[src/rtl/tile_permuter_pkg.sv]
// Shared types and helpers for the tile relayout engine.
package tile_permuter_pkg;

    typedef enum logic [1:0] {
        COPY     = 2'd0,
        XPOSE_BW = 2'd1,
        XPOSE_WC = 2'd2,
        RSVD     = 2'd3
    } mode_t;

    typedef enum logic [2:0] {
        IDLE  = 3'd0,
        SETUP = 3'd1,
        RUN   = 3'd2,
        DRAIN = 3'd3,
        FIN   = 3'd4
    } state_t;

    // Elements per buffer word.
    function automatic int cs_of(input int data_width, input int elem_width);
        return data_width / elem_width;
    endfunction

endpackage

[src/rtl/tile_permuter_addr_fifo.sv]
// Pending destination addresses, one per outstanding read, in issue order.
// Zero-latency head; push while full is accepted only together with a pop.
module tile_addr_fifo #(
    parameter int ADDR_WIDTH = 8,
    parameter int FIFO_DEPTH = 4
) (
    input  logic                  clk,
    input  logic                  rst_n,
    input  logic                  push,
    input  logic [ADDR_WIDTH-1:0] push_dat,
    input  logic                  pop,
    output logic [ADDR_WIDTH-1:0] pop_dat,
    output logic                  full,
    output logic                  empty
);
    localparam int PTR_W = $clog2(FIFO_DEPTH);

    logic [ADDR_WIDTH-1:0] mem_q [FIFO_DEPTH];
    logic [PTR_W-1:0]      wr_ptr_q, wr_ptr_d;
    logic [PTR_W-1:0]      rd_ptr_q, rd_ptr_d;
    logic [PTR_W:0]        cnt_q, cnt_d;
    logic                  do_push, do_pop;

    assign full    = (cnt_q == (PTR_W+1)'(FIFO_DEPTH));
    assign empty   = (cnt_q == '0);
    assign do_pop  = pop && !empty;
    assign do_push = push && (!full || do_pop);
    assign pop_dat = mem_q[rd_ptr_q];

    always_comb begin
        wr_ptr_d = wr_ptr_q;
        rd_ptr_d = rd_ptr_q;
        cnt_d    = cnt_q;
        if (do_push) wr_ptr_d = wr_ptr_q + PTR_W'(1);
        if (do_pop)  rd_ptr_d = rd_ptr_q + PTR_W'(1);
        if (do_push && !do_pop)      cnt_d = cnt_q + (PTR_W+1)'(1);
        else if (!do_push && do_pop) cnt_d = cnt_q - (PTR_W+1)'(1);
    end

    always_ff @(posedge clk or negedge rst_n) begin
        if (!rst_n) begin
            wr_ptr_q <= '0;
            rd_ptr_q <= '0;
            cnt_q    <= '0;
            for (int i = 0; i < FIFO_DEPTH; i++) mem_q[i] <= '0;
        end else begin
            wr_ptr_q <= wr_ptr_d;
            rd_ptr_q <= rd_ptr_d;
            cnt_q    <= cnt_d;
            if (do_push) mem_q[wr_ptr_q] <= push_dat;
        end
    end

endmodule

[src/rtl/tile_permuter.sv]
// Streams a tile from layout (b,w,ct) to a mode-selected layout, one read per cycle.
// Write follows read data by one cycle; issue stalls while FIFO_DEPTH reads are outstanding.
module tile_permuter
    import tile_permuter_pkg::*;
#(
    parameter int ADDR_WIDTH = 8,
    parameter int DATA_WIDTH = 64,
    parameter int ELEM_WIDTH = 16,
    parameter int DIM_WIDTH  = 8,
    parameter int FIFO_DEPTH = 4
) (
    input  logic                  clk,
    input  logic                  rst_n,
    input  logic [ADDR_WIDTH-1:0] src_base_addr,
    input  logic [ADDR_WIDTH-1:0] dst_base_addr,
    input  logic [DIM_WIDTH-1:0]  b_dim,
    input  logic [DIM_WIDTH-1:0]  w_dim,
    input  logic [DIM_WIDTH-1:0]  c_dim,
    input  logic [1:0]            mode,
    input  logic                  start,
    output logic                  busy,
    output logic                  done,
    output logic                  err,
    output logic [ADDR_WIDTH-1:0] rd_addr,
    output logic                  rd_csb,
    input  logic [DATA_WIDTH-1:0] rd_dout,
    input  logic                  rd_dout_vld,
    output logic [ADDR_WIDTH-1:0] wr_addr,
    output logic [DATA_WIDTH-1:0] wr_din,
    output logic                  wr_csb
);
    localparam int CS    = cs_of(DATA_WIDTH, ELEM_WIDTH);
    localparam int CNT_W = 3 * DIM_WIDTH;
    localparam int AW    = ADDR_WIDTH;

    state_t                state_q, state_d;
    mode_t                 mode_q, mode_d;
    logic                  err_flag_q, err_flag_d;
    logic [AW-1:0]         src_base_q, src_base_d, dst_base_q, dst_base_d;
    logic [DIM_WIDTH-1:0]  b_dim_q, b_dim_d, w_dim_q, w_dim_d, ct_q, ct_d;
    logic [DIM_WIDTH-1:0]  w_idx_q, w_idx_d, ct_idx_q, ct_idx_d;
    logic [CNT_W-1:0]      total_q, total_d, iss_cnt_q, iss_cnt_d, wr_cnt_q, wr_cnt_d;
    logic [AW-1:0]         s_sb_q, s_sb_d, s_sw_q, s_sw_d;
    logic [AW-1:0]         d_sb_q, d_sb_d, d_sw_q, d_sw_d, d_sc_q, d_sc_d;
    logic [AW-1:0]         s_row_b_q, s_row_b_d, s_row_w_q, s_row_w_d, s_cur_q, s_cur_d;
    logic [AW-1:0]         d_row_b_q, d_row_b_d, d_row_w_q, d_row_w_d, d_cur_q, d_cur_d;
    logic                  busy_q, busy_d, done_q, done_d, err_q, err_d;
    logic [AW-1:0]         rd_addr_q, rd_addr_d, wr_addr_q, wr_addr_d;
    logic                  rd_csb_q, rd_csb_d, wr_csb_q, wr_csb_d;
    logic [DATA_WIDTH-1:0] wr_din_q, wr_din_d;

    logic                  fifo_push, fifo_pop, fifo_full, fifo_empty;
    logic [AW-1:0]         fifo_head;
    logic [CNT_W-1:0]      wct;
    logic [AW-1:0]         bct;
    logic                  bad_cmd;

    tile_addr_fifo #(.ADDR_WIDTH(AW), .FIFO_DEPTH(FIFO_DEPTH)) u_fifo (
        .clk      (clk),
        .rst_n    (rst_n),
        .push     (fifo_push),
        .push_dat (d_cur_q),
        .pop      (fifo_pop),
        .pop_dat  (fifo_head),
        .full     (fifo_full),
        .empty    (fifo_empty)
    );

    assign busy    = busy_q;
    assign done    = done_q;
    assign err     = err_q;
    assign rd_addr = rd_addr_q;
    assign rd_csb  = rd_csb_q;
    assign wr_addr = wr_addr_q;
    assign wr_din  = wr_din_q;
    assign wr_csb  = wr_csb_q;

    always_comb begin
        state_d    = state_q;    mode_d     = mode_q;     err_flag_d = err_flag_q;
        src_base_d = src_base_q; dst_base_d = dst_base_q;
        b_dim_d    = b_dim_q;    w_dim_d    = w_dim_q;    ct_d       = ct_q;
        w_idx_d    = w_idx_q;    ct_idx_d   = ct_idx_q;
        total_d    = total_q;    iss_cnt_d  = iss_cnt_q;  wr_cnt_d   = wr_cnt_q;
        s_sb_d     = s_sb_q;     s_sw_d     = s_sw_q;
        d_sb_d     = d_sb_q;     d_sw_d     = d_sw_q;     d_sc_d     = d_sc_q;
        s_row_b_d  = s_row_b_q;  s_row_w_d  = s_row_w_q;  s_cur_d    = s_cur_q;
        d_row_b_d  = d_row_b_q;  d_row_w_d  = d_row_w_q;  d_cur_d    = d_cur_q;
        busy_d     = busy_q;     done_d     = 1'b0;       err_d      = 1'b0;
        rd_addr_d  = rd_addr_q;  rd_csb_d   = 1'b1;
        wr_addr_d  = wr_addr_q;  wr_din_d   = wr_din_q;   wr_csb_d   = 1'b1;
        fifo_push  = 1'b0;       fifo_pop   = 1'b0;

        wct     = CNT_W'(w_dim_q) * CNT_W'(ct_q);
        bct     = AW'(CNT_W'(b_dim_q) * CNT_W'(ct_q));
        bad_cmd = (b_dim == '0) || (w_dim == '0) || (c_dim == '0) ||
                  ((c_dim % DIM_WIDTH'(CS)) != '0) || (mode_t'(mode) == RSVD);

        // Returns outside RUN/DRAIN, or with nothing pending, are spurious and dropped.
        if ((state_q == RUN || state_q == DRAIN) && rd_dout_vld && !fifo_empty) begin
            fifo_pop  = 1'b1;
            wr_csb_d  = 1'b0;
            wr_addr_d = fifo_head;
            wr_din_d  = rd_dout;
            wr_cnt_d  = wr_cnt_q + CNT_W'(1);
        end

        case (state_q)
            IDLE: begin
                if (start) begin
                    src_base_d = src_base_addr;
                    dst_base_d = dst_base_addr;
                    b_dim_d    = b_dim;
                    w_dim_d    = w_dim;
                    ct_d       = c_dim / DIM_WIDTH'(CS);
                    mode_d     = mode_t'(mode);
                    err_flag_d = bad_cmd;
                    busy_d     = 1'b1;
                    state_d    = bad_cmd ? FIN : SETUP;
                end
            end
            SETUP: begin
                total_d = CNT_W'(b_dim_q) * wct;
                s_sb_d  = AW'(wct);
                s_sw_d  = AW'(ct_q);
                case (mode_q)
                    XPOSE_BW: begin d_sb_d = AW'(ct_q); d_sw_d = bct;       d_sc_d = AW'(1);       end
                    XPOSE_WC: begin d_sb_d = AW'(wct);  d_sw_d = AW'(1);    d_sc_d = AW'(w_dim_q); end
                    default:  begin d_sb_d = AW'(wct);  d_sw_d = AW'(ct_q); d_sc_d = AW'(1);       end
                endcase
                s_row_b_d = src_base_q; s_row_w_d = src_base_q; s_cur_d = src_base_q;
                d_row_b_d = dst_base_q; d_row_w_d = dst_base_q; d_cur_d = dst_base_q;
                iss_cnt_d = '0;
                wr_cnt_d  = '0;
                w_idx_d   = '0;
                ct_idx_d  = '0;
                state_d   = RUN;
            end
            RUN: begin
                if (!fifo_full) begin
                    rd_csb_d  = 1'b0;
                    rd_addr_d = s_cur_q;
                    fifo_push = 1'b1;
                    iss_cnt_d = iss_cnt_q + CNT_W'(1);
                    // Row bases absorb the outer strides so each step is a single add.
                    if (ct_idx_q != ct_q - DIM_WIDTH'(1)) begin
                        ct_idx_d = ct_idx_q + DIM_WIDTH'(1);
                        s_cur_d  = s_cur_q + AW'(1);
                        d_cur_d  = d_cur_q + d_sc_q;
                    end else if (w_idx_q != w_dim_q - DIM_WIDTH'(1)) begin
                        ct_idx_d  = '0;
                        w_idx_d   = w_idx_q + DIM_WIDTH'(1);
                        s_row_w_d = s_row_w_q + s_sw_q;
                        s_cur_d   = s_row_w_q + s_sw_q;
                        d_row_w_d = d_row_w_q + d_sw_q;
                        d_cur_d   = d_row_w_q + d_sw_q;
                    end else begin
                        ct_idx_d  = '0;
                        w_idx_d   = '0;
                        s_row_b_d = s_row_b_q + s_sb_q;
                        s_row_w_d = s_row_b_q + s_sb_q;
                        s_cur_d   = s_row_b_q + s_sb_q;
                        d_row_b_d = d_row_b_q + d_sb_q;
                        d_row_w_d = d_row_b_q + d_sb_q;
                        d_cur_d   = d_row_b_q + d_sb_q;
                    end
                    if (iss_cnt_q == total_q - CNT_W'(1)) state_d = DRAIN;
                end
            end
            DRAIN: begin
                if (wr_cnt_q == total_q && wr_csb_q) state_d = FIN;
            end
            FIN: begin
                done_d  = 1'b1;
                err_d   = err_flag_q;
                busy_d  = 1'b0;
                state_d = IDLE;
            end
            default: state_d = IDLE;
        endcase
    end

    always_ff @(posedge clk or negedge rst_n) begin
        if (!rst_n) begin
            state_q    <= IDLE;     mode_q     <= COPY;     err_flag_q <= 1'b0;
            src_base_q <= '0;       dst_base_q <= '0;
            b_dim_q    <= '0;       w_dim_q    <= '0;       ct_q       <= '0;
            w_idx_q    <= '0;       ct_idx_q   <= '0;
            total_q    <= '0;       iss_cnt_q  <= '0;       wr_cnt_q   <= '0;
            s_sb_q     <= '0;       s_sw_q     <= '0;
            d_sb_q     <= '0;       d_sw_q     <= '0;       d_sc_q     <= '0;
            s_row_b_q  <= '0;       s_row_w_q  <= '0;       s_cur_q    <= '0;
            d_row_b_q  <= '0;       d_row_w_q  <= '0;       d_cur_q    <= '0;
            busy_q     <= 1'b0;     done_q     <= 1'b0;     err_q      <= 1'b0;
            rd_addr_q  <= '0;       rd_csb_q   <= 1'b1;
            wr_addr_q  <= '0;       wr_din_q   <= '0;       wr_csb_q   <= 1'b1;
        end else begin
            state_q    <= state_d;    mode_q     <= mode_d;     err_flag_q <= err_flag_d;
            src_base_q <= src_base_d; dst_base_q <= dst_base_d;
            b_dim_q    <= b_dim_d;    w_dim_q    <= w_dim_d;    ct_q       <= ct_d;
            w_idx_q    <= w_idx_d;    ct_idx_q   <= ct_idx_d;
            total_q    <= total_d;    iss_cnt_q  <= iss_cnt_d;  wr_cnt_q   <= wr_cnt_d;
            s_sb_q     <= s_sb_d;     s_sw_q     <= s_sw_d;
            d_sb_q     <= d_sb_d;     d_sw_q     <= d_sw_d;     d_sc_q     <= d_sc_d;
            s_row_b_q  <= s_row_b_d;  s_row_w_q  <= s_row_w_d;  s_cur_q    <= s_cur_d;
            d_row_b_q  <= d_row_b_d;  d_row_w_q  <= d_row_w_d;  d_cur_q    <= d_cur_d;
            busy_q     <= busy_d;     done_q     <= done_d;     err_q      <= err_d;
            rd_addr_q  <= rd_addr_d;  rd_csb_q   <= rd_csb_d;
            wr_addr_q  <= wr_addr_d;  wr_din_q   <= wr_din_d;   wr_csb_q   <= wr_csb_d;
        end
    end

endmodule

[config.mk]
export PLATFORM = sky130hd
export DESIGN_NAME = tile_permuter
export DESIGN_NICKNAME = d
export VERILOG_FILES = /design/src/rtl/tile_permuter_pkg.sv /design/src/rtl/tile_permuter_addr_fifo.sv /design/src/rtl/tile_permuter.sv
export SDC_FILE = /design/constraint.sdc
export NUM_CORES = 1
export LEC_CHECK = 0
export ABC_AREA = 1
export BUFFER_PORTS_ARGS = -buffer_cell sky130_fd_sc_hd__buf_2
export CORE_MARGIN = 4
export CORE_UTILIZATION = 66
export CTS_BUF_LIST = sky130_fd_sc_hd__clkbuf_16
export CTS_CLUSTER_DIAMETER = 50
export DETAILED_ROUTE_END_ITERATION = 10
export PLACE_DENSITY = 0.95
export SLEW_MARGIN = 20
export SYNTH_ARGS = -nofsm -noshare
export SYNTH_HDL_FRONTEND = slang
export SYNTH_SLANG_ARGS = --single-unit
[constraint.sdc]
create_clock -name clk -period 17.5 [get_ports clk]
set_input_delay 1.75 -clock clk [delete_from_list [all_inputs] [get_ports clk]]
set_output_delay 1.75 -clock clk [all_outputs]
set_load 0.005 [all_outputs]
Word-level counts from Yosys, hierarchy flattened. Index checks and enable logic that the tools add are counted.

$add $sub $neg: 17. Multipliers: 3. Div/mod/pow operators: 0. Magnitude comparators: 3. Equality and inequality tests: 18. Shift operators: 0. Mux-type cells: 60. Bitwise operators: 3. Reduce and logical (&&, ||, !) cells: 35.

Operators with widths (count): two-way mux 8 bit (26); case mux 8 bit (2 select lines) (9); two-way mux 24 bit (3); adder 24 x 1 -> 24 bit (second input constant) (2); equality test 24 bit (2); case mux 24 bit (2 select lines) (1); adder 8 bit (4); bitwise mux 32 bit (1); adder 8 x 1 -> 8 bit (second input constant) (3); logical NOT 8 bit (3); subtractor 24 x 1 -> 24 bit (second input constant) (1); multiplier 8 x 14 -> 22 bit (1); two-way mux 3 bit (7); binary-select mux 8 bit (select 2 bit) (1); demux 8 bit (select 2 bit) (1); inequality test 8 bit (2); multiplier 8 x 6 -> 14 bit (1); case mux 3 bit (4 select lines) (1); two-way mux 1 bit (9); adder 8 x 6 -> 8 bit (1); logical AND 1 bit (8); multiplier 8 x 6 -> 8 bit (1); inequality test 2 bit (second input constant) (4); AND reduction 2 bit (4); 23 further kinds (43).

Register bits: 342. Latch bits: 0. Memory bits (writable): 0. Memory bits (read-only): 0. Output and inout port bits: 85. Memories: 0.

Depth between registers and ports, before layout. Gate-level depths: netlist (run 1).

Depth in word-level cells: 12. Depth in mapped cells: 37. Mapped depth without buffers: 35.

Cells and area by module. Synthesis (run 1) repeated with hierarchy kept, for this count alone.

Cell total of the unflattened synthesis: 3148. Area, all modules: 24161.9 um^2.

Modules (own cells, without submodules): tile_permuter (times used 1, cells an instance 2912, area an instance 22166.3 um^2, sequential area each 7534.7 um^2); tile_addr_fifo (times used 1, cells an instance 236, area an instance 1995.7 um^2, sequential area each 975.9 um^2).

Least setup slack after synthesis (run 1). No wires, ideal clock.

Path kind: reg-to-reg. Start point: register ct_q[5]. End point: register total_q[18]. Library setup time: 0.118 ns. Data arrival time: 7.414 ns. Path slack: 9.969 ns. Stages on the path, launching flop included: 33. Buffers on the path: 2. Period minus slack after synthesis: 7.531 ns. Cell sequence: dfrtp_1 -> clkbuf_1 -> clkbuf_1 -> nand2_1 -> fa_1 -> fa_1 -> fa_1 -> inv_1 -> ha_1 -> a21oi_1 -> o21ai_0 -> a21o_1 -> nand2_1 -> nand2_1 -> a21oi_1 -> xor2_1 -> inv_1 -> nand2_1 -> fa_1 -> inv_1 -> fa_1 -> fa_1 -> inv_1 -> fa_1 -> inv_1 -> ha_1 -> a21oi_1 -> o21ai_0 -> a21oi_1 -> o21ai_0 -> or2_2 -> nand3_1 -> nand2_1.

Word-level cells in the longest chain between the ends: 2.

Ends and longest elaborated chain: from (decl) (RTL line tile_permuter.sv:40) `logic [DIM_WIDTH-1:0] b_dim_q, b_dim_d, w_dim_q, w_dim_d, ct_q, ct_d;`; from (signal assigned) (RTL line tile_permuter.sv:199) `b_dim_q <= b_dim_d; w_dim_q <= w_dim_d; ct_q <= ct_d;`; multiplier 8 x 6 -> 14 bit (RTL line tile_permuter.sv:93) `wct = CNT_W'(w_dim_q) * CNT_W'(ct_q);`; multiplier 8 x 14 -> 22 bit (RTL line tile_permuter.sv:122) `total_d = CNT_W'(b_dim_q) * wct;`; to (signal assigned) (RTL line tile_permuter.sv:201) `total_q <= total_d; iss_cnt_q <= iss_cnt_d; wr_cnt_q <= wr_cnt_d;`; to (decl) (RTL line tile_permuter.sv:42) `logic [CNT_W-1:0] total_q, total_d, iss_cnt_q, iss_cnt_d, wr_cnt_q, wr_cnt_d;`.

Every way passes these cells. A chain may end at the register's enable or synchronous reset.

Worst setup path after layout (run 1).
Start point: register ct_q[4]. End point: register total_q[15].

The elaborated chain is that of the path after synthesis.

==> impl_metrics.py, run 1 <==
metrics = {
    "timing": {
        "period_share": 0.470,
        "rsz0062_at_grt": "no",
        "hold_viol": 0,
        "slew-limit-headroom": 0.298,
        "worstMarginPinSlew_ns": 1.05,
        "fin_setup_tns_ns": 0,
        "finalMaxSlewViolations": 0,
        "fmax_ghz": 0.121,
        "fin_hold_ws_ns": 0.467,
        "layout_min_cycle_time_ns": 8.23,
        "finClkSkew_ns": 0.0305,
        "finalSetupViolCount": 0,
    },
    "flow_run": {
        "max_cap_violations": 0,
    },
    "clock_network": {
        "root_buffer": "clkbuf_16",
        "hold_buffers": 0,
        "clock_path_buffers": 3,
        "htreeDepth": 2,
        "cts_buffers": 40,
        "cts_setup_buffers": 0,
        "clkLatencyLatePin_ns": 0.56,
        "cts.reportedPaths.clkPinSlew_ns": 0.06,
        "clock_sinks": 340,
        "cts_resized": 0,
        "tritoncts": "done",
    },
    "worst_setup_path": {
        "start_kind": "flop",
        "path_max_fanout": 17,
        "r2r_start": "ct_q[4]",
        "cp.arrival_ns": 8.62,
        "crit_path_top_delay_cell": "dfrtp_1",
        "reg2reg_depth": 30,
        "cpPeakStageDelay_ns": 0.78,
        "crit_type": "flop to flop",
        "cp-end-kind": "flop",
        "r2r-end": "total_q[15]",
        "required_ns": 17.89,
        "rrSetupSlack_ns": 9.27,
        "cp-startpoint": "ct_q[4]",
        "crit_end": "total_q[15]",
    },
    "detailed_routing": {
        "wl_um": 63800,
        "drc": 0,
        "via_count": 21500,
        "antenna_left": 0,
        "wl_per_cell_um": 17.1,
        "first_pass_iters": 6,
        "viasPerCell": 5.75,
        "drt-initial-drc-count": 2298,
    },
    "floorplan": {
        "fp.dieW_um": 198,
        "rows": 69,
        "core_um2": 35700,
        "die_area_um2": 39300,
        "start_util": 0.670,
        "die_h_um": 198,
        "ios": 195,
    },
    "logic_synthesis": {
        "yosys.area.top_type": "dfrtp_1",
        "avgSynthCellArea_um2": 7.65,
        "synth_cells": 3123,
        "netlist_top_cells_area": "dfrtp_1 35%, nand2_1 15%, fa_1 9.7%",
        "netlist_area_um2": 23900,
        "ys_ff_latch": 340,
        "synth_edf_count": 0,
        "syn_nets": 3472,
        "synth_cell_types": 59,
        "synthFlopType": "dfrtp_1",
        "yosysSeqAreaShare": 0.356,
        "synth_top_area_frac": 0.354,
        "synthArstFlopShare": 1.00,
        "ys_warn_count": 0,
    },
    "global_routing": {
        "grt_pass1_vias": 21000,
        "track_usage": 0.322,
        "grt_pass1_wl_um": 103000,
        "antenna_found_initial": 0,
        "grt_max_degree": 185,
        "grt_overflow": 0,
    },
    "placed_design": {
        "gp_congestion": 0.978,
        "numPortBuffers": 194,
        "dp_hpwl_um": 46000,
    },
    "finish": {
        "nets": 3605,
        "drive_gt1_frac": 0.0993,
        "syn2layout_area_growth_pct": 10.1,
        "diodes": 0,
    },
    "hold_path": {
        "min_delay_path_depth": 2,
        "worstHoldPathType": "flop to flop",
        "worstHoldStart": "rd_addr[1]",
    },
    "run_status": {
        "status": "complete, no violations",
    },
}
metal layers:
layer	global-route usage	wire [µm]	vias up	part of all wire
li1	-	-	10100	-
met1	0.426	24800	10100	0.39
met2	0.520	29500	1210	0.46
met3	0.0807	6980	219	0.11
met4	0.119	2590	0	0.041
met5	0	0	-	0
worst max-delay path, delay by kind of cell (launching register included):
kind	cells	cell delay, ns
fa+ha+maj	9	4.25
compound gates	6	1.23
simple gates	9	0.93
flops	1	0.78
xor+xnor	1	0.50
buf+inv	5	0.35
state kept, by name, summed over array words and instances (netlist names), 22 cells and up:
register      count
total_q          22
u_fifo.mem_q     32
wr_din           64
wr_cnt_q         24
iss_cnt_q        24
placed cells by master, fill, tap and decap left out, types with 9 or more instances in the layout:
cell type / instances
nor2_1: 279
inv_1: 420
o21ai_1: 20
xnor2_1: 50
dfrtp_1: 338
or2_2: 17
o21ai_0: 174
inv_2: 13
nand3b_1: 11
nor4_1: 11
fa_1: 116
ha_1: 123
nand2_1: 938
clkbuf_16: 42
nand4_1: 29
a21oi_1: 130
buf_2: 193
o31ai_1: 9
nand3_1: 123
clkinv_1: 10
nor3_1: 30
o22ai_1: 14
xor2_1: 84
kinds of logic (layout without fill, tap and decap cells):
| family | Yosys count | after routing | synth area share |
|---|---|---|---|
| AND/OR/NAND/NOR | 1474 | 1474 | 0.255 |
| buffers and inverters | 545 | 705 | 0.0892 |
| AO/OA/AOI/OAI | 390 | 390 | 0.0889 |
| flip-flops | 340 | 340 | 0.356 |
| adder cells (fa/ha/maj) | 239 | 239 | 0.162 |
| XOR/XNOR | 134 | 134 | 0.0491 |
| multiplexers | 1 | 1 | 0.000471 |
area by class of cell:
class / instances / area (µm²)
Clock buffer: 42 / 1050
Timing Repair Buffer: 203 / 1060
Sequential cell: 340 / 8510
Clock inverter: 27 / 211
Inverter: 433 / 1630
Multi-Input combinational cell: 2238 / 13300
Fill cell: 2547 / 9340
Tap cell: 461 / 577
how the worst min path moves through the flow:
| stage | endpoint |
|---|---|
| 6_report | rd_addr[1] |
| 5_1_grt | wr_din[37] |
| 4_1_cts | src_base_q[7] |
| 3_5_place_dp | wr_din[50] |
| 3_3_place_gp | rd_addr[4] |
| 2_1_floorplan | dst_base_q[2] |
metrics by stage:
step / util / cell area [µm²] / instances / worst slack (ns)
global placement: 0.703 / 25100 / 3675 / 9.74
global route: 0.738 / 26300 / 3744 / 8.84
CTS: 0.738 / 26300 / 3744 / 9.40
floorplan: - / 23900 / 3123 / 9.97
finish: 0.738 / 26300 / 3744 / 9.27
detailed placement: 0.703 / 25100 / 3675 / 9.44
synth_stat cells, types with 7 or more instances:
cell and instances:
nor2_2 8, nor3_1 30, nand3_1 123, ha_1 123
a21oi_1 130, inv_2 13, o31ai_1 9, xnor2_1 50
or2_2 17, o21a_1 7, clkbuf_1 80, o22ai_1 14
inv_1 412, o21ai_1 20, nor2_1 280, nand2_1 939
nand3b_1 11, fa_1 116, nor4_1 11, dfrtp_1 338
xor2_1 84, buf_2 17, nand4_1 29, o21ai_0 174
Power of run 1 is left out: the tool's default activity adds up to more than one toggle a clock period on the data nets, which glitch-free logic cannot reach.
==> run 2: changes to the inputs <==
CORE_UTILIZATION = 62   (was 66)
PLACE_DENSITY = 0.94   (was 0.95)
clock period = 7.75 ns   (was 17.5 ns; I/O delays follow)
==> run 2 against run 1 <==
- via count is 1.8% higher
- sequential cell count unchanged
- critical endpoint is now total_q[18]
- first-iteration DRC count grew 5.3%
- highest routed layer unchanged
==> impl_metrics.py, run 2 (synthesized netlist as in run 1, its figures left out) <==
metrics = {
    "run_status": {
        "status": "complete, no violations",
    },
    "detailed_routing": {
        "antenna_left": 0,
        "wl_um": 65200,
        "wl_per_cell_um": 17.1,
        "wl_met2_um": 30200,
        "wl_met1_um": 24700,
        "drt-initial-drc-count": 2419,
        "drc": 0,
        "first_pass_iters": 7,
        "via_count": 21900,
        "viasPerCell": 5.75,
        "top_layer": "met4",
        "wl_met3_um": 7220,
    },
    "flow_run": {
        "max_cap_violations": 0,
    },
    "worst_setup_path": {
        "crit_path_top_delay_cell": "fa_1",
        "cp.arrival_ns": 7.90,
        "cpLargestDelayFamily": "adder cells",
        "cpPeakStageDelay_ns": 0.55,
        "cp-end-kind": "flop",
        "cp-startpoint": "ct_q[5]",
        "crit_buf_inv": 8,
        "required_ns": 8.22,
        "crit_type": "flop to flop",
        "crit_path_frequent_cell": "inv_1",
        "start_kind": "flop",
        "r2r_start": "ct_q[5]",
        "path_max_fanout": 8,
    },
    "timing": {
        "slew-limit-headroom": 0.315,
        "hold_viol": 0,
        "finalMaxSlewViolations": 0,
        "finalSetupViolCount": 0,
        "finClkSkew_ns": 0.0220,
        "worstMarginPinSlew_ns": 1.03,
        "fmax_ghz": 0.135,
        "fin_hold_ws_ns": 0.253,
        "period_share": 0.958,
        "layout_min_cycle_time_ns": 7.42,
    },
    "global_routing": {
        "grt_pass1_wl_um": 105000,
        "grt_pass1_vias": 21500,
        "antenna_found_initial": 1,
        "track_usage": 0.308,
        "grt_overflow": 0,
        "grt_max_degree": 156,
    },
    "placed_design": {
        "gp_congestion": 0.954,
        "dp_hpwl_um": 45600,
        "numPortBuffers": 194,
    },
    "clock_network": {
        "tritoncts": "done",
        "clock_path_buffers": 3,
        "hold_buffers": 0,
        "htreeDepth": 2,
        "clkLatencyLatePin_ns": 0.58,
        "clock_sinks": 340,
        "cts.reportedPaths.clkPinSlew_ns": 0.06,
        "root_buffer": "clkbuf_16",
        "cts_buffers": 39,
    },
    "finish": {
        "diodes": 0,
        "final_cell_mix": "935 x nand2_1, 419 x inv_1, 333 x dfrtp_1, 278 x nor2_1, 193 x buf_2",
        "largest_reg_flops": 64,
        "drive_gt1_frac": 0.114,
        "nets": 3624,
        "fillers": 2692,
        "final_common_cell": "nand2_1",
        "syn2layout_area_growth_pct": 11.5,
    },
    "hold_path": {
        "worstHoldPathType": "primary input to async pin",
    },
    "floorplan": {
        "die_area_um2": 41800,
        "ios": 195,
        "fp.dieW_um": 204,
        "die_h_um": 204,
        "core_um2": 37800,
        "start_util": 0.632,
        "rows": 71,
    },
}
## run 2: cell types whose count changed in the layout (fill, tap and decap cells not counted), sizes merged
cell,before,now
bufinv,2,3
clkbuf,42,40
clkinv,14,18
buf,203,223
## run 2: per-stage QoR
step	worst slack [ns]	cells	instance area (µm²)	util	TNS (ns)
2_1_floorplan	0.219	3123	23900	-	0
6_report	0.326	3817	26600	0.704	0
3_5_place_dp	0.0658	3739	25200	0.667	0
3_3_place_gp	0.301	3739	25200	0.667	0
5_1_grt	-0.0425	3817	26600	0.704	-0.105
4_1_cts	0.0253	3811	26500	0.700	0
## run 2: final timing paths
check | endpoint | slack (ns) | cells past startpoint
max reg2reg | total_q[18] | 0.33 | 32
min reg2reg | rd_addr[7] | 0.47 | 2
max in group asynchronous | wr_din[34] | 6.02 | 2
min | wr_din[40] | 0.25 | 1
max | total_q[18] | 0.33 | 32
min in group clk | wr_din[0] | 0.38 | 3
## run 2: area by class of cell
type	instances	area, µm²	area share
well taps	511	639	0.0240
clock buffers	40	1000	0.0376
multi-input cells	2238	13400	0.502
flip-flops and latches	340	8520	0.320
clock inverters	32	264	0.00991
inverters	433	1630	0.0613
repair buffers	223	1210	0.0455
## run 2: timing repair
| item | in CTS | in global routing |
|---|---|---|
| buffers inserted | 0 | 6 |
| endpoints found under the hold margin | 0 | 0 |
| resized for setup | 0 | 34 |
| endpoints found under the setup margin | 0 | 10 |
## run 2: per-layer routing
metal,global-route usage,up-vias
met5,0,-
met1,0.395,10200
met2,0.500,1319
met3,0.0790,292
li1,-,10100
met4,0.132,0
## run 2: worst reg2reg max path, delay by kind of cell, from the launching register on
| family | cells | cell delay [ns] |
|---|---|---|
| and+or+nand+nor | 7 | 1.01 |
| DFF | 1 | 0.47 |
| AOI/OAI and AO/OA | 8 | 1.12 |
| adders and majority gates | 9 | 4.18 |
| buffers and inverters | 8 | 0.52 |
Power of run 2 is left out for the same reason.
==> run 3: changes to the inputs <==
ABC_AREA = default   (was 1)
CORE_UTILIZATION = 61   (was 62)
PLACE_DENSITY = 0.93   (was 0.94)
==> run 3 against run 2 <==
- the flow now finishes with violations (negative setup slack)
- count of clock-buffer cells in the layout is 1 higher
- die area is 1.7% lower
- register-to-register slack worse by 0.43 ns
- wire length is 1.7% lower
- area after synthesis is 3.4% lower
- global-route usage is 1.4 points lower
- clock skew is 0.0032 ns lower
- largest cell class unchanged
==> impl_metrics.py, run 3 <==
metrics = {
    "run_status": {
        "status": "finished, violations left",
        "violations": "negative setup slack",
    },
    "finish": {
        "seqCellArea_um2": 8520,
        "final_cell_mix": "334 x dfrtp_1, 283 x nand2_1, 193 x inv_1, 193 x buf_2, 156 x o21ai_0",
        "fillers": 2343,
        "nets": 2931,
        "diodes": 0,
        "multiInputGateArea_um2": 13800,
        "largest_reg_flops": 64,
        "stdcell_area_um2": 26700,
        "drive_gt1_frac": 0.222,
        "syn2layout_area_growth_pct": 15.7,
        "final_common_cell": "dfrtp_1",
    },
    "logic_synthesis": {
        "ys_warn_count": 0,
        "yosys.area.top_type": "dfrtp_1",
        "synth_edf_count": 0,
        "netlist_top_cells_area": "dfrtp_1 37%, fa_1 10%, mux2_2 6.9%",
        "synthArstFlopShare": 1.00,
        "synth_cell_types": 65,
        "avgSynthCellArea_um2": 9.70,
        "ys_ff_latch": 340,
        "yosysMostFrequentCell": "dfrtp_1",
        "syn_nets": 2730,
        "synthFlopType": "dfrtp_1",
        "yosysSeqAreaShare": 0.369,
        "synth_top_area_frac": 0.366,
        "netlist_area_um2": 23100,
        "synth_cells": 2381,
        "yosys-top-cells-count": "338 x dfrtp_1, 287 x nand2_1, 199 x inv_1",
    },
    "timing": {
        "finClkSkew_ns": 0.0188,
        "worstMarginPinSlew_ns": 0.974,
        "layout_min_cycle_time_ns": 7.86,
        "slew-limit-headroom": 0.351,
        "finalSetupViolCount": 3,
        "fmax_ghz": 0.127,
        "hold_viol": 0,
        "period_share": 1.01,
        "setup_slack_ns": -0.108,
        "finalMaxSlewViolations": 0,
    },
    "clock_network": {
        "hold_buffers": 0,
        "clkLatencyLatePin_ns": 0.57,
        "cts_buffers": 40,
        "htreeDepth": 2,
        "root_buffer": "clkbuf_16",
        "clock_sinks": 340,
        "cts.reportedPaths.clkPinSlew_ns": 0.06,
        "tritoncts": "done",
        "clock_path_buffers": 3,
    },
    "worst_setup_path": {
        "required_ns": 8.16,
        "reg2reg_depth": 30,
        "start_kind": "flop",
        "rrSetupSlack_ns": -0.11,
        "path_max_fanout": 6,
        "cp-end-kind": "flop",
        "cp.arrival_ns": 8.27,
        "crit_type": "flop to flop",
        "cpLargestDelayFamily": "adder cells",
        "r2r-end": "total_q[21]",
        "cpPeakStageDelay_ns": 0.65,
        "crit_path_top_delay_cell": "fa_1",
        "r2r_start": "w_dim_q[2]",
        "crit_path_frequent_cell": "fa_1",
        "crit_buf_inv": 6,
    },
    "floorplan": {
        "core_um2": 37500,
        "ios": 195,
        "die_area_um2": 41000,
        "die_h_um": 203,
        "start_util": 0.616,
        "rows": 71,
        "fp.dieW_um": 203,
    },
    "global_routing": {
        "grt_pass1_wl_um": 99100,
        "grt_pass1_vias": 19700,
        "track_usage": 0.294,
        "grt_overflow": 0,
        "antenna_found_initial": 2,
        "grt_max_degree": 219,
    },
    "pwr": {
        "clockPowerShare": 0.345,
        "leakagePower_nw": 13.4,
        "intPower_mw": 3.57,
        "total_power_mw": 5.38,
        "power_frac_comb": 0.318,
        "switching_share": 0.337,
        "seqPwrFrac": 0.337,
        "p_switching_mw": 1.81,
        "ir_worst_vdd_mv": 0.193,
        "power_density_nw_per_um2": 201,
    },
    "detailed_routing": {
        "via_count": 19300,
        "wl_um": 64100,
        "drc": 0,
        "antenna_left": 0,
        "wl_per_cell_um": 20.5,
        "first_pass_iters": 6,
        "drt-initial-drc-count": 2245,
        "viasPerCell": 6.17,
    },
    "placed_design": {
        "place_area_um2": 24800,
        "dp_hpwl_um": 42900,
        "numPortBuffers": 194,
        "gp_congestion": 0.936,
    },
    "hold_path": {
        "worstHoldPathType": "primary input to async pin",
    },
    "flow_run": {
        "max_cap_violations": 0,
    },
}
[run 3: cell count changes after synthesis, moves of 18 or more]
cell,before,now
inv_1,412,199
clkbuf_1,80,112
mux2i_1,0,29
nor2_1,280,127
xnor2_1,50,95
mux2_2,1,141
and3_1,2,33
nand3_1,123,39
and2_1,2,115
nand2_1,939,287
a21oi_1,130,76
o21ai_1,20,2
nand2b_1,0,28
or3_1,0,18
[run 3: power groups by stage]
| stage | clock network, mW | registers, mW | logic [mW] |
|---|---|---|---|
| after floorplan | 0 | 1.83 | 0.938 |
| after global placement | 0 | 1.84 | 1.31 |
| after detailed placement | 0 | 1.84 | 1.39 |
| after CTS | 1.88 | 1.81 | 1.44 |
| after global routing | 1.96 | 1.81 | 1.84 |
| final | 1.86 | 1.81 | 1.71 |
[run 3: worst max-delay path by stage]
stage,start,to,slack (ns),cells past startpoint
2_1_floorplan,ct_q[1],total_q[21],0.01,32
3_3_place_gp,ct_q[2],total_q[21],-0.02,32
3_5_place_dp,w_dim_q[2],total_q[20],-0.31,30
4_1_cts,ct_q[2],total_q[21],0.0007,30
5_1_grt,w_dim_q[2],total_q[21],-0.29,30
6_report,w_dim_q[2],total_q[21],-0.11,30
[run 3: stage by stage]
stage / utilization / TNS [ns] / hold WS [ns] / std cells / worst slack, ns
2_1_floorplan: - / 0 / 0.443 / 2381 / 0.0112
3_3_place_gp: 0.661 / -0.0163 / 0.456 / 3022 / -0.0163
3_5_place_dp: 0.661 / -1.07 / 0.463 / 3022 / -0.315
4_1_cts: 0.700 / 0 / 0.330 / 3103 / 0.000662
5_1_grt: 0.713 / -1.70 / 0.357 / 3123 / -0.293
6_report: 0.713 / -0.291 / 0.239 / 3123 / -0.108
[run 3: kinds of logic (layout without fill, tap and decap cells)]
kind of cell | Yosys count | count (layout) | synth area share
fa+ha+maj | 239 | 239 | 0.167
compound gates | 361 | 361 | 0.0938
flops | 340 | 340 | 0.369
mux | 178 | 178 | 0.0891
buf+inv | 322 | 553 | 0.0529
simple gates | 766 | 766 | 0.162
xor+xnor | 175 | 175 | 0.0664
[run 3: layer usage]
metal,GRT usage,share of wire,vias up
met4,0.125,0.047,4
met5,0,0.00042,-
li1,-,-,8379
met3,0.0672,0.095,288
met2,0.497,0.49,1137
met1,0.367,0.37,9467
[run 3: repair_timing]
| action | 4_1_cts | 5_1_grt |
|---|---|---|
| endpoints found under the setup margin | 7 | 8 |
| gates resized for setup | 21 | 71 |
| hold endpoints to repair | 0 | 0 |
| setup buffers | 9 | 19 |
| pin swaps | 18 | 68 |
[run 3: area by class of cell]
type | instances | area share
Clock buffer | 41 | 0.0384
Clock inverter | 31 | 0.0104
Inverter | 199 | 0.0280
Multi-Input combinational cell | 1719 | 0.517
Sequential cell | 340 | 0.319
Tap cell | 511 | 0.0239
Timing Repair Buffer | 282 | 0.0639
Power figures use the tool's default switching activity.
